[src/rtl/muldiv_sequencer.sv]
// muldiv_sequencer: multi-cycle HI/LO multiply/divide unit that sits beside the CPU ALU.
// It multiplies with shift-add and divides with a restoring algorithm, one bit per
// cycle, and it owns the HI/LO registers. While a multiply or divide is running, no
// new op is accepted, so MFHI/MFLO issue stalls until the result is ready.
// Build option: define MULDIV_SIGNED_EN so that MULT/DIV (18/1A) run signed, using
// the operand magnitudes plus a sign fixup at the end. When the macro is not defined,
// MULT/DIV behave exactly like MULTU/DIVU and no sign logic is built.
module muldiv_sequencer #(
    parameter int WIDTH = 32
) (
    input  logic             clk,
    input  logic             rst,
    input  logic             valid_in,
    output logic             ready_out,
    input  logic [5:0]       funct,
    input  logic [WIDTH-1:0] a,
    input  logic [WIDTH-1:0] b,
    output logic             busy,
    output logic             done,
    output logic [WIDTH-1:0] hi,
    output logic [WIDTH-1:0] lo,
    output logic [WIDTH-1:0] out,
    output logic             out_valid
);

    localparam int CNT_W = $clog2(WIDTH) + 1;
    localparam logic [CNT_W-1:0] CNT_LAST = CNT_W'(WIDTH - 1);

    localparam logic [1:0] S_IDLE = 2'd0;
    localparam logic [1:0] S_MUL  = 2'd1;
    localparam logic [1:0] S_DIV  = 2'd2;
    localparam logic [1:0] S_FIX  = 2'd3;

    localparam logic [5:0] F_MFHI  = 6'h10;
    localparam logic [5:0] F_MTHI  = 6'h11;
    localparam logic [5:0] F_MFLO  = 6'h12;
    localparam logic [5:0] F_MTLO  = 6'h13;
    localparam logic [5:0] F_MULT  = 6'h18;
    localparam logic [5:0] F_MULTU = 6'h19;
    localparam logic [5:0] F_DIV   = 6'h1A;
    localparam logic [5:0] F_DIVU  = 6'h1B;

    // Control and architectural state (async reset)
    logic [1:0]         state_q, state_d;
    logic [CNT_W-1:0]   cnt_q, cnt_d;
    logic [WIDTH-1:0]   hi_q, hi_d;
    logic [WIDTH-1:0]   lo_q, lo_d;
    logic [WIDTH-1:0]   out_q, out_d;
    logic               out_valid_q, out_valid_d;
    logic               done_q, done_d;

    // Datapath working registers. These carry no reset because they are always
    // loaded when an op is accepted.
    // acc holds the product during MUL ({upper sum, remaining multiplier bits}).
    // During DIV it holds {remainder, quotient}.
    logic [2*WIDTH-1:0] acc_q, acc_d;
    logic [WIDTH-1:0]   dsr_q, dsr_d;   // multiplicand or divisor magnitude

    // Operand magnitudes as they are latched on accept
    logic [WIDTH-1:0]   a_mag, b_mag;

`ifdef MULDIV_SIGNED_EN
    logic               is_div_q, is_div_d;
    logic               neg_res_q, neg_res_d;   // negate product / quotient
    logic               neg_rem_q, neg_rem_d;   // remainder follows dividend sign
    logic               op_signed;
    logic               a_neg, b_neg;
    logic signed [WIDTH-1:0] a_s, b_s;

    // Two's-complement negation when the flag is set. Everything wraps modulo 2^N.
    function automatic logic [WIDTH-1:0] cond_neg(input logic [WIDTH-1:0] v, input logic n);
        return n ? (~v + WIDTH'(1)) : v;
    endfunction

    function automatic logic [2*WIDTH-1:0] cond_neg_wide(input logic [2*WIDTH-1:0] v,
                                                         input logic n);
        return n ? (~v + (2*WIDTH)'(1)) : v;
    endfunction

    // Signed operand decode and the magnitudes derived from it
    always_comb begin
        op_signed = (funct == F_MULT) || (funct == F_DIV);
        a_s       = a;
        b_s       = b;
        a_neg     = op_signed && (a_s < 0);
        b_neg     = op_signed && (b_s < 0);
        a_mag     = cond_neg(a, a_neg);
        b_mag     = cond_neg(b, b_neg);
    end
`else
    // In the unsigned build the raw operands are the magnitudes
    always_comb begin
        a_mag = a;
        b_mag = b;
    end
`endif

    // One shift-add multiply step. The add is one bit wider than WIDTH so its carry
    // shifts down into the product.
    logic [WIDTH:0]     mul_sum;
    logic [2*WIDTH-1:0] mul_next;
    // One restoring divide step on the shifted {rem,quo}. A remainder shifted left can
    // need WIDTH+1 bits, so the trial subtract is WIDTH+1 bits wide.
    logic [WIDTH:0]     div_diff;
    logic               div_ok;
    logic [2*WIDTH-1:0] div_next;

    // Datapath step results for the MUL and DIV states
    always_comb begin
        mul_sum  = {1'b0, acc_q[2*WIDTH-1:WIDTH]} +
                   (acc_q[0] ? {1'b0, dsr_q} : {(WIDTH+1){1'b0}});
        mul_next = {mul_sum, acc_q[WIDTH-1:1]};
        div_diff = acc_q[2*WIDTH-1:WIDTH-1] - {1'b0, dsr_q};
        div_ok   = ~div_diff[WIDTH];
        div_next = {(div_ok ? div_diff[WIDTH-1:0] : acc_q[2*WIDTH-2:WIDTH-1]),
                    acc_q[WIDTH-2:0], div_ok};
    end

    // Next-state logic for the sequencer, HI/LO and the output pulses
    always_comb begin
        state_d     = state_q;
        cnt_d       = cnt_q;
        acc_d       = acc_q;
        dsr_d       = dsr_q;
        hi_d        = hi_q;
        lo_d        = lo_q;
        out_d       = out_q;
        out_valid_d = 1'b0;
        done_d      = 1'b0;
`ifdef MULDIV_SIGNED_EN
        is_div_d    = is_div_q;
        neg_res_d   = neg_res_q;
        neg_rem_d   = neg_rem_q;
`endif
        case (state_q)
            S_IDLE: begin
                if (valid_in) begin
                    case (funct)
                        F_MFHI: begin
                            out_d       = hi_q;
                            out_valid_d = 1'b1;
                        end
                        F_MFLO: begin
                            out_d       = lo_q;
                            out_valid_d = 1'b1;
                        end
                        F_MTHI: hi_d = a;
                        F_MTLO: lo_d = a;
                        F_MULT, F_MULTU: begin
                            acc_d   = {{WIDTH{1'b0}}, b_mag};
                            dsr_d   = a_mag;
                            cnt_d   = '0;
                            state_d = S_MUL;
`ifdef MULDIV_SIGNED_EN
                            is_div_d  = 1'b0;
                            neg_res_d = a_neg ^ b_neg;
                            neg_rem_d = 1'b0;
`endif
                        end
                        F_DIV, F_DIVU: begin
                            if (b == '0) begin
                                // Divide by zero skips the iterations. FIX then
                                // publishes hi=a, lo=all ones with no sign fixup.
                                acc_d   = {a, {WIDTH{1'b1}}};
                                state_d = S_FIX;
`ifdef MULDIV_SIGNED_EN
                                is_div_d  = 1'b1;
                                neg_res_d = 1'b0;
                                neg_rem_d = 1'b0;
`endif
                            end else begin
                                acc_d   = {{WIDTH{1'b0}}, a_mag};
                                dsr_d   = b_mag;
                                cnt_d   = '0;
                                state_d = S_DIV;
`ifdef MULDIV_SIGNED_EN
                                is_div_d  = 1'b1;
                                neg_res_d = a_neg ^ b_neg;
                                neg_rem_d = a_neg;
`endif
                            end
                        end
                        default: ;
                    endcase
                end
            end
            S_MUL: begin
                acc_d = mul_next;
                cnt_d = cnt_q + CNT_W'(1);
                if (cnt_q == CNT_LAST) state_d = S_FIX;
            end
            S_DIV: begin
                acc_d = div_next;
                cnt_d = cnt_q + CNT_W'(1);
                if (cnt_q == CNT_LAST) state_d = S_FIX;
            end
            S_FIX: begin
                // The only place where a mul/div result reaches HI/LO
`ifdef MULDIV_SIGNED_EN
                if (is_div_q) begin
                    hi_d = cond_neg(acc_q[2*WIDTH-1:WIDTH], neg_rem_q);
                    lo_d = cond_neg(acc_q[WIDTH-1:0], neg_res_q);
                end else begin
                    {hi_d, lo_d} = cond_neg_wide(acc_q, neg_res_q);
                end
`else
                {hi_d, lo_d} = acc_q;
`endif
                done_d  = 1'b1;
                state_d = S_IDLE;
            end
            default: state_d = S_IDLE;
        endcase
    end

    // Control and architectural registers. Reset aborts any op in flight.
    always_ff @(posedge clk or posedge rst) begin
        if (rst) begin
            state_q     <= S_IDLE;
            cnt_q       <= '0;
            hi_q        <= '0;
            lo_q        <= '0;
            out_q       <= '0;
            out_valid_q <= 1'b0;
            done_q      <= 1'b0;
`ifdef MULDIV_SIGNED_EN
            is_div_q    <= 1'b0;
            neg_res_q   <= 1'b0;
            neg_rem_q   <= 1'b0;
`endif
        end else begin
            state_q     <= state_d;
            cnt_q       <= cnt_d;
            hi_q        <= hi_d;
            lo_q        <= lo_d;
            out_q       <= out_d;
            out_valid_q <= out_valid_d;
            done_q      <= done_d;
`ifdef MULDIV_SIGNED_EN
            is_div_q    <= is_div_d;
            neg_res_q   <= neg_res_d;
            neg_rem_q   <= neg_rem_d;
`endif
        end
    end

    // Datapath working registers, with no reset
    always_ff @(posedge clk) begin
        acc_q <= acc_d;
        dsr_q <= dsr_d;
    end

    assign ready_out = (state_q == S_IDLE);
    assign busy      = (state_q != S_IDLE);
    assign done      = done_q;
    assign hi        = hi_q;
    assign lo        = lo_q;
    assign out       = out_q;
    assign out_valid = out_valid_q;

endmodule

[config.mk]
export PLATFORM = sky130hd
export DESIGN_NAME = muldiv_sequencer
export DESIGN_NICKNAME = d
export VERILOG_FILES = /design/src/rtl/muldiv_sequencer.sv
export SDC_FILE = /design/constraint.sdc
export NUM_CORES = 1
export LEC_CHECK = 0
export CAP_MARGIN = 20
export CORE_MARGIN = 4
export CORE_UTILIZATION = 51
export CTS_CLUSTER_SIZE = 40
export DETAILED_ROUTE_END_ITERATION = 16
export DONT_BUFFER_PORTS = 1
export PLACE_DENSITY = 0.64
export SLEW_MARGIN = 20
export SYNTH_ARGS = -nofsm -noshare
export SYNTH_HDL_FRONTEND = slang
export SYNTH_SLANG_ARGS = --single-unit
[constraint.sdc]
create_clock -name clk -period 15.5 [get_ports clk]
set_input_delay 1.55 -clock clk [delete_from_list [all_inputs] [get_ports clk]]
set_output_delay 1.55 -clock clk [all_outputs]
set_load 0.01 [all_outputs]
### Word level (Yosys, flattened, before mapping)

Index checks and enable logic that the tools add are counted.
W data, S select, Z words.

| cells by class | value |
|---|---|
| add/sub/neg operators | 3 |
| $mul | 0 |
| div/mod/pow operators | 0 |
| magnitude comparators | 0 |
| equal/unequal tests | 19 |
| shift-type cells | 0 |
| multiplexer cells | 28 |
| bitwise gates (word level) | 1 |
| reduce and logical (&&, ||, !) cells | 19 |

Operators by type and width:

| operator | count |
|---|---|
| $pmux W32 S2 | 4 |
| $mux W32 | 7 |
| $pmux W64 S3 | 1 |
| $mux W64 | 2 |
| $pmux W64 S2 | 1 |
| $eq A6 B5 Y1 const B | 9 |
| $add A32 B32 Y33 | 1 |
| $sub A33 B32 Y33 | 1 |
| $logic_not A32 Y1 | 1 |
| $pmux W6 S2 | 2 |
| $reduce_and A3 Y1 | 5 |
| $mux W6 | 2 |
| $reduce_bool A2 Y1 | 5 |
| $reduce_and A4 Y1 | 2 |
| $reduce_or A2 Y1 | 4 |
| $add A6 B1 Y6 const B | 1 |
| $ne A2 B1 Y1 const B | 3 |
| $pmux W2 S3 | 1 |
| $mux W1 | 5 |
| $eq A2 B2 Y1 const B | 2 |
| $mux W2 | 2 |
| $ne A2 B2 Y1 const B | 2 |
| $pmux W2 S2 | 1 |
| $ne A3 B1 Y1 const B | 1 |
| other kinds (5) | 5 |

| storage, ports and cells | value |
|---|---|
| register bits after elaboration | 202 |
| latch bits | 0 |
| bits in writable memories | 0 |
| bits in read-only memories | 0 |
| output and inout port bits | 100 |
| logic and storage cells | 79 |
| memories kept | 0 |

### Longest topological paths before layout

| depth | value |
|---|---|
| depth after elaboration | 5 |
| depth in mapped cells | 14 |
| depth with buffers taken out | 13 |

### Worst setup path before layout

No wires, ideal clock.

| path | value |
|---|---|
| kind | input -> register |
| start point | input port funct[5] |
| end point | register cnt_q[5] |
| setup time | 0.064 ns |
| data arrival time | 6.255 ns |
| required time | 15.436 ns |
| slack | 9.181 ns |
| cell stages on the path | 7 |
| buffers on the path | 0 |
| path through | nor3b_2 a31oi_1 nor2_1 nand2_1 or4_1 a21oi_1 a21o_1 |

| on the way | value |
|---|---|
| longest elaborated chain between the ends | 5 |
| elaborated cells on any way between the ends | 12 |
| those cells by class | eq/ne (6); mux (3); reduce/logical (3) |

Ends and longest elaborated chain:

| what | line | text |
|---|---|---|
| start, declared | 15 | `input logic [5:0] funct,` |
| $eq A6 B5 Y1 | 138 | `case (funct)` |
| $reduce_or A2 Y1 | 138 |  |
| $pmux W6 S2 | 138 |  |
| $mux W6 | 137 | `if (valid_in) begin` |
| $pmux W6 S2 | 135 | `case (state_q)` |
| end signal, assigned | 233 | `cnt_q <= cnt_d;` |
| end, declared | 45 | `logic [CNT_W-1:0] cnt_q, cnt_d;` |

Parallel ways exist; a longest one is shown, timed or not. The select of a mux whose other input is x is not followed.
A chain may end at the register's enable or synchronous reset.

### Worst setup path after layout

| path | value |
|---|---|
| start point | register acc_q[31] |
| end point | register acc_q[58], data pin |

| on the way | value |
|---|---|
| longest elaborated chain between the ends | 3 |

Ends and longest elaborated chain:

| what | line | text |
|---|---|---|
| start, declared | 56 | `logic [2*WIDTH-1:0] acc_q, acc_d;` |
| start signal, assigned | 249 | `acc_q <= acc_d;` |
| $sub A33 B32 Y33 | 113 | `div_diff = acc_q[2*WIDTH-1:WIDTH-1] - {1'b0, dsr_q};` |
| $mux W32 | 115 | `div_next = {(div_ok ? div_diff[WIDTH-1:0] : acc_q[2*WIDTH-2:WIDTH-1]),` |
| $pmux W64 S3 | 135 |  |
| net acc_d[58] | 56 |  |

The timed path passes the listed nets, and every way through them passes these cells.

==> results.sh <==
export IMPL_io_pins=173
export IMPL_async_flop_share_pct=52.5
export IMPL_netlist_area_um2=13500
export IMPL_cts_root_buffer="clkbuf_16"
export IMPL_hpwl_um=30200
export IMPL_p_per_area_nw_per_um2=220
export IMPL_hold_depth=1
export IMPL_cp_num_cells=14
export IMPL_grt_setup_unrepaired="no"
export IMPL_cap_violations=0
export IMPL_crit_path_max_incr_delay_ps=480
export IMPL_critPathSlowestCell="a211oi_1"
export IMPL_rows=59
export IMPL_final_setup_skew_ps=20.2
export IMPL_final_common_cell="nand2_1"
export IMPL_vias=11800
export IMPL_syn_num_nets=1697
export IMPL_cp_common_cell="inv_1"
export IMPL_clkSinkCount=202
export IMPL_synth_ff_type="dfrtp_1"
export IMPL_drt_first_pass_iters=5
export IMPL_synth_cell_type_count=66
export IMPL_clkLatencyLatePin_ps=520
export IMPL_antenna_found_initial=0
export IMPL_ys_warn_count=0
export IMPL_critPathTopFamily="compound AO/OA/AOI/OAI gates"
export IMPL_seq_area_frac_synth_pct=41.0
export IMPL_worst_slew_pin_slew_ps=984
export IMPL_pre_cts_ws_ps=11180
export IMPL_synth_seq_cells=202
export IMPL_cts_setup_buffers=0
export IMPL_critPathKind="flip-flop to flip-flop"
export IMPL_crit_chain="inv_1 -> ha_1 -> inv_1 -> fa_1 -> a211oi_1 -> o211ai_1 -> nand3_1 -> nand2_1 -> a21oi_2 -> o21ai_4 -> xor2_4 -> buf_4 -> nor2_2 -> a221o_1"
export IMPL_period_needed_ps=3890
export IMPL_post_route_util_pct=55.6
export IMPL_fin_tns_setup_ps=0
export IMPL_drc=0
export IMPL_cts_resized_gates=0
export IMPL_hold_violations=0
export IMPL_maxSlewHeadroom_pct=34.4
export IMPL_yosysTopAreaCell="edfxtp_1"
export IMPL_max_clock_freq_mhz=257
export IMPL_die_height_um=171
export IMPL_hold_path_class="flip-flop to flip-flop"
export IMPL_rr_worst_depth=14
export IMPL_grt_max_degree=100
export IMPL_dieArea_um2=29100
export IMPL_cp_end_kind="flip-flop"
export IMPL_antenna_cells=0
export IMPL_start_util_pct=51.8
export IMPL_drv_slew=0
export IMPL_cts_tree="built"
export IMPL_arrival_ps=4160
export IMPL_htree_levels=1
export IMPL_grt_pass1_vias=10900
export IMPL_syn_area_per_cell_um2=8.69
export IMPL_grtUsageTotal_pct=27.3
export IMPL_netlist_instances=1553
export IMPL_viasPerCell=6.39
export IMPL_leakagePower_nw=6.06
export IMPL_postCtsHoldBufs=0
export IMPL_numCtsBuffers=23
export IMPL_cp_num_buf_inv=3
export IMPL_die_w_um=171
export IMPL_layout_setup_ws_ps=11610
export IMPL_area_delta_synth_final_pct=7.39
export IMPL_setup_viol=0
export IMPL_ir_drop_v=0.000114
export IMPL_synth_area_leaders="edfxtp_1 (21%), dfrtp_1 (20%), nand2_1 (6.7%)"
export IMPL_cp_start_kind="flip-flop"
export IMPL_fin_nets=1642
export IMPL_port_buffers=0
export IMPL_crit_fanout=27
export IMPL_clk_path_buf_depth=3
export IMPL_routabilityCongestion=0.944
export IMPL_min_period_over_period_pct=25.1
export IMPL_drt_total_wl_um=41100
export IMPL_final_cell_mix="nand2_1 (242), a21oi_1 (166), o21ai_0 (139), dfrtp_1 (106), edfxtp_1 (96)"
export IMPL_drive_gt1_share_pct=5.55
export IMPL_synth_edf_count=96
export IMPL_drtAntennaViolNets=0
export IMPL_fp_coreArea_um2=26100
export IMPL_drt_initial_drc_count=1576
export IMPL_grt_pass1_wl_um=63300
export IMPL_wire_per_inst_um=22.2
export IMPL_grt_ovfl_total=0
export IMPL_yosys_area_top_type_share_pct=21.4
export IMPL_worstPathRequired_ps=15760
export IMPL_clk_pin_slew_ps=70
export IMPL_status="completed"
[through the flow]
stage          power (mW)  area [um2]  hold WS (ps)  cells
5_1_grt              3.42       14500           543   1849
6_report             3.19       14500           514   1849
2_1_floorplan        2.22       13500           460   1553
3_5_place_dp         2.63       13700           496   1807
4_1_cts              3.17       14500           508   1848
3_3_place_gp         2.60       13700           487   1806
[final cells by class]
| class | instances | area (um2) |
|---|---|---|
| clock buffer | 31 | 682 |
| clock inverter | 10 | 60.1 |
| fill | 2384 | 11600 |
| inverter | 54 | 205 |
| multi-input combinational | 1200 | 7450 |
| sequential | 202 | 5540 |
| tap | 335 | 419 |
| timing repair buffer | 17 | 148 |
[sequential cells by signal, summed over array words and instances, names as in the netlist]
name and count:
acc_q 64, out_valid 1, hi 32, dsr_q 32
cnt_q 6, out 32, state_q 2, done 1
lo 32
[cells by family (layout without fill, tap and decap cells)]
kind of cell	Yosys count	after routing	synth area share, %
flops	202	202	41.0
buf+inv	151	112	4.39
mux	25	25	1.88
fa+ha+maj	71	71	6.69
xor+xnor	57	57	3.89
simple gates	489	489	17.0
compound gates	558	558	25.1
[worst reg2reg max path, cell delays in order, from the launching register on]
cell and delay, ps:
edfxtp_1 420, inv_1 160, ha_1 200, inv_1 60, fa_1 410, a211oi_1 480, o211ai_1 220, nand3_1 140
nand2_1 100, a21oi_2 280, o21ai_4 120, xor2_4 130, buf_4 420, nor2_2 130, a221o_1 370
[layer usage]
| layer | vias up | global-route usage (%) | part of all wire [%] |
|---|---|---|---|
| met3 | 55 | 4.18 | 10 |
| met1 | 5593 | 43.0 | 46 |
| li1 | 5567 | - | - |
| met4 | 0 | 6.84 | 2.3 |
| met5 | - | 0 | 0 |
| met2 | 595 | 39.1 | 42 |
[worst paths after layout]
path	slack (ps)	to	startpoint
min in group asynchronous	990	lo[4]	rst
worst min register to register	510	cnt_q[4]	cnt_q[4]
max in group asynchronous	13380	lo[26]	rst
worst max-delay path	11610	acc_q[58]	acc_q[31]
worst min-delay path	510	cnt_q[4]	cnt_q[4]
worst max register to register	11610	acc_q[58]	acc_q[31]
[cells in the mapped netlist (all sizes together), types with 3 or more instances]
cell type / instances
inv: 54
xor2: 26
o21a: 7
o22ai: 34
a22oi: 50
o21bai: 9
a21oi: 170
or3: 35
and3: 11
o211ai: 39
o31ai: 5
a31oi: 11
nor2: 66
a21o: 29
mux2: 3
nor3: 8
mux2i: 22
a221o: 6
edfxtp: 96
xnor2: 31
dfrtp: 106
o221ai: 7
nor2b: 36
a221oi: 3
nand2b: 7
buf: 12
nand3: 18
ha: 69
nand2: 242
nor4: 10
a2111oi: 4
a31o: 4
nand4: 11
a211oi: 9
and2: 37
clkbuf: 85
o21ai: 159
[power breakdown]
part / leakage [nW] / internal, mW / switching, mW / total, mW
combinational: 3.41 / 0.581 / 0.948 / 1.53
clock: 0.375 / 0.310 / 0.227 / 0.537
sequential: 2.28 / 0.835 / 0.292 / 1.13
total: 6.06 / 1.73 / 1.47 / 3.19
No activity file was read; power rests on OpenSTA's default activity.
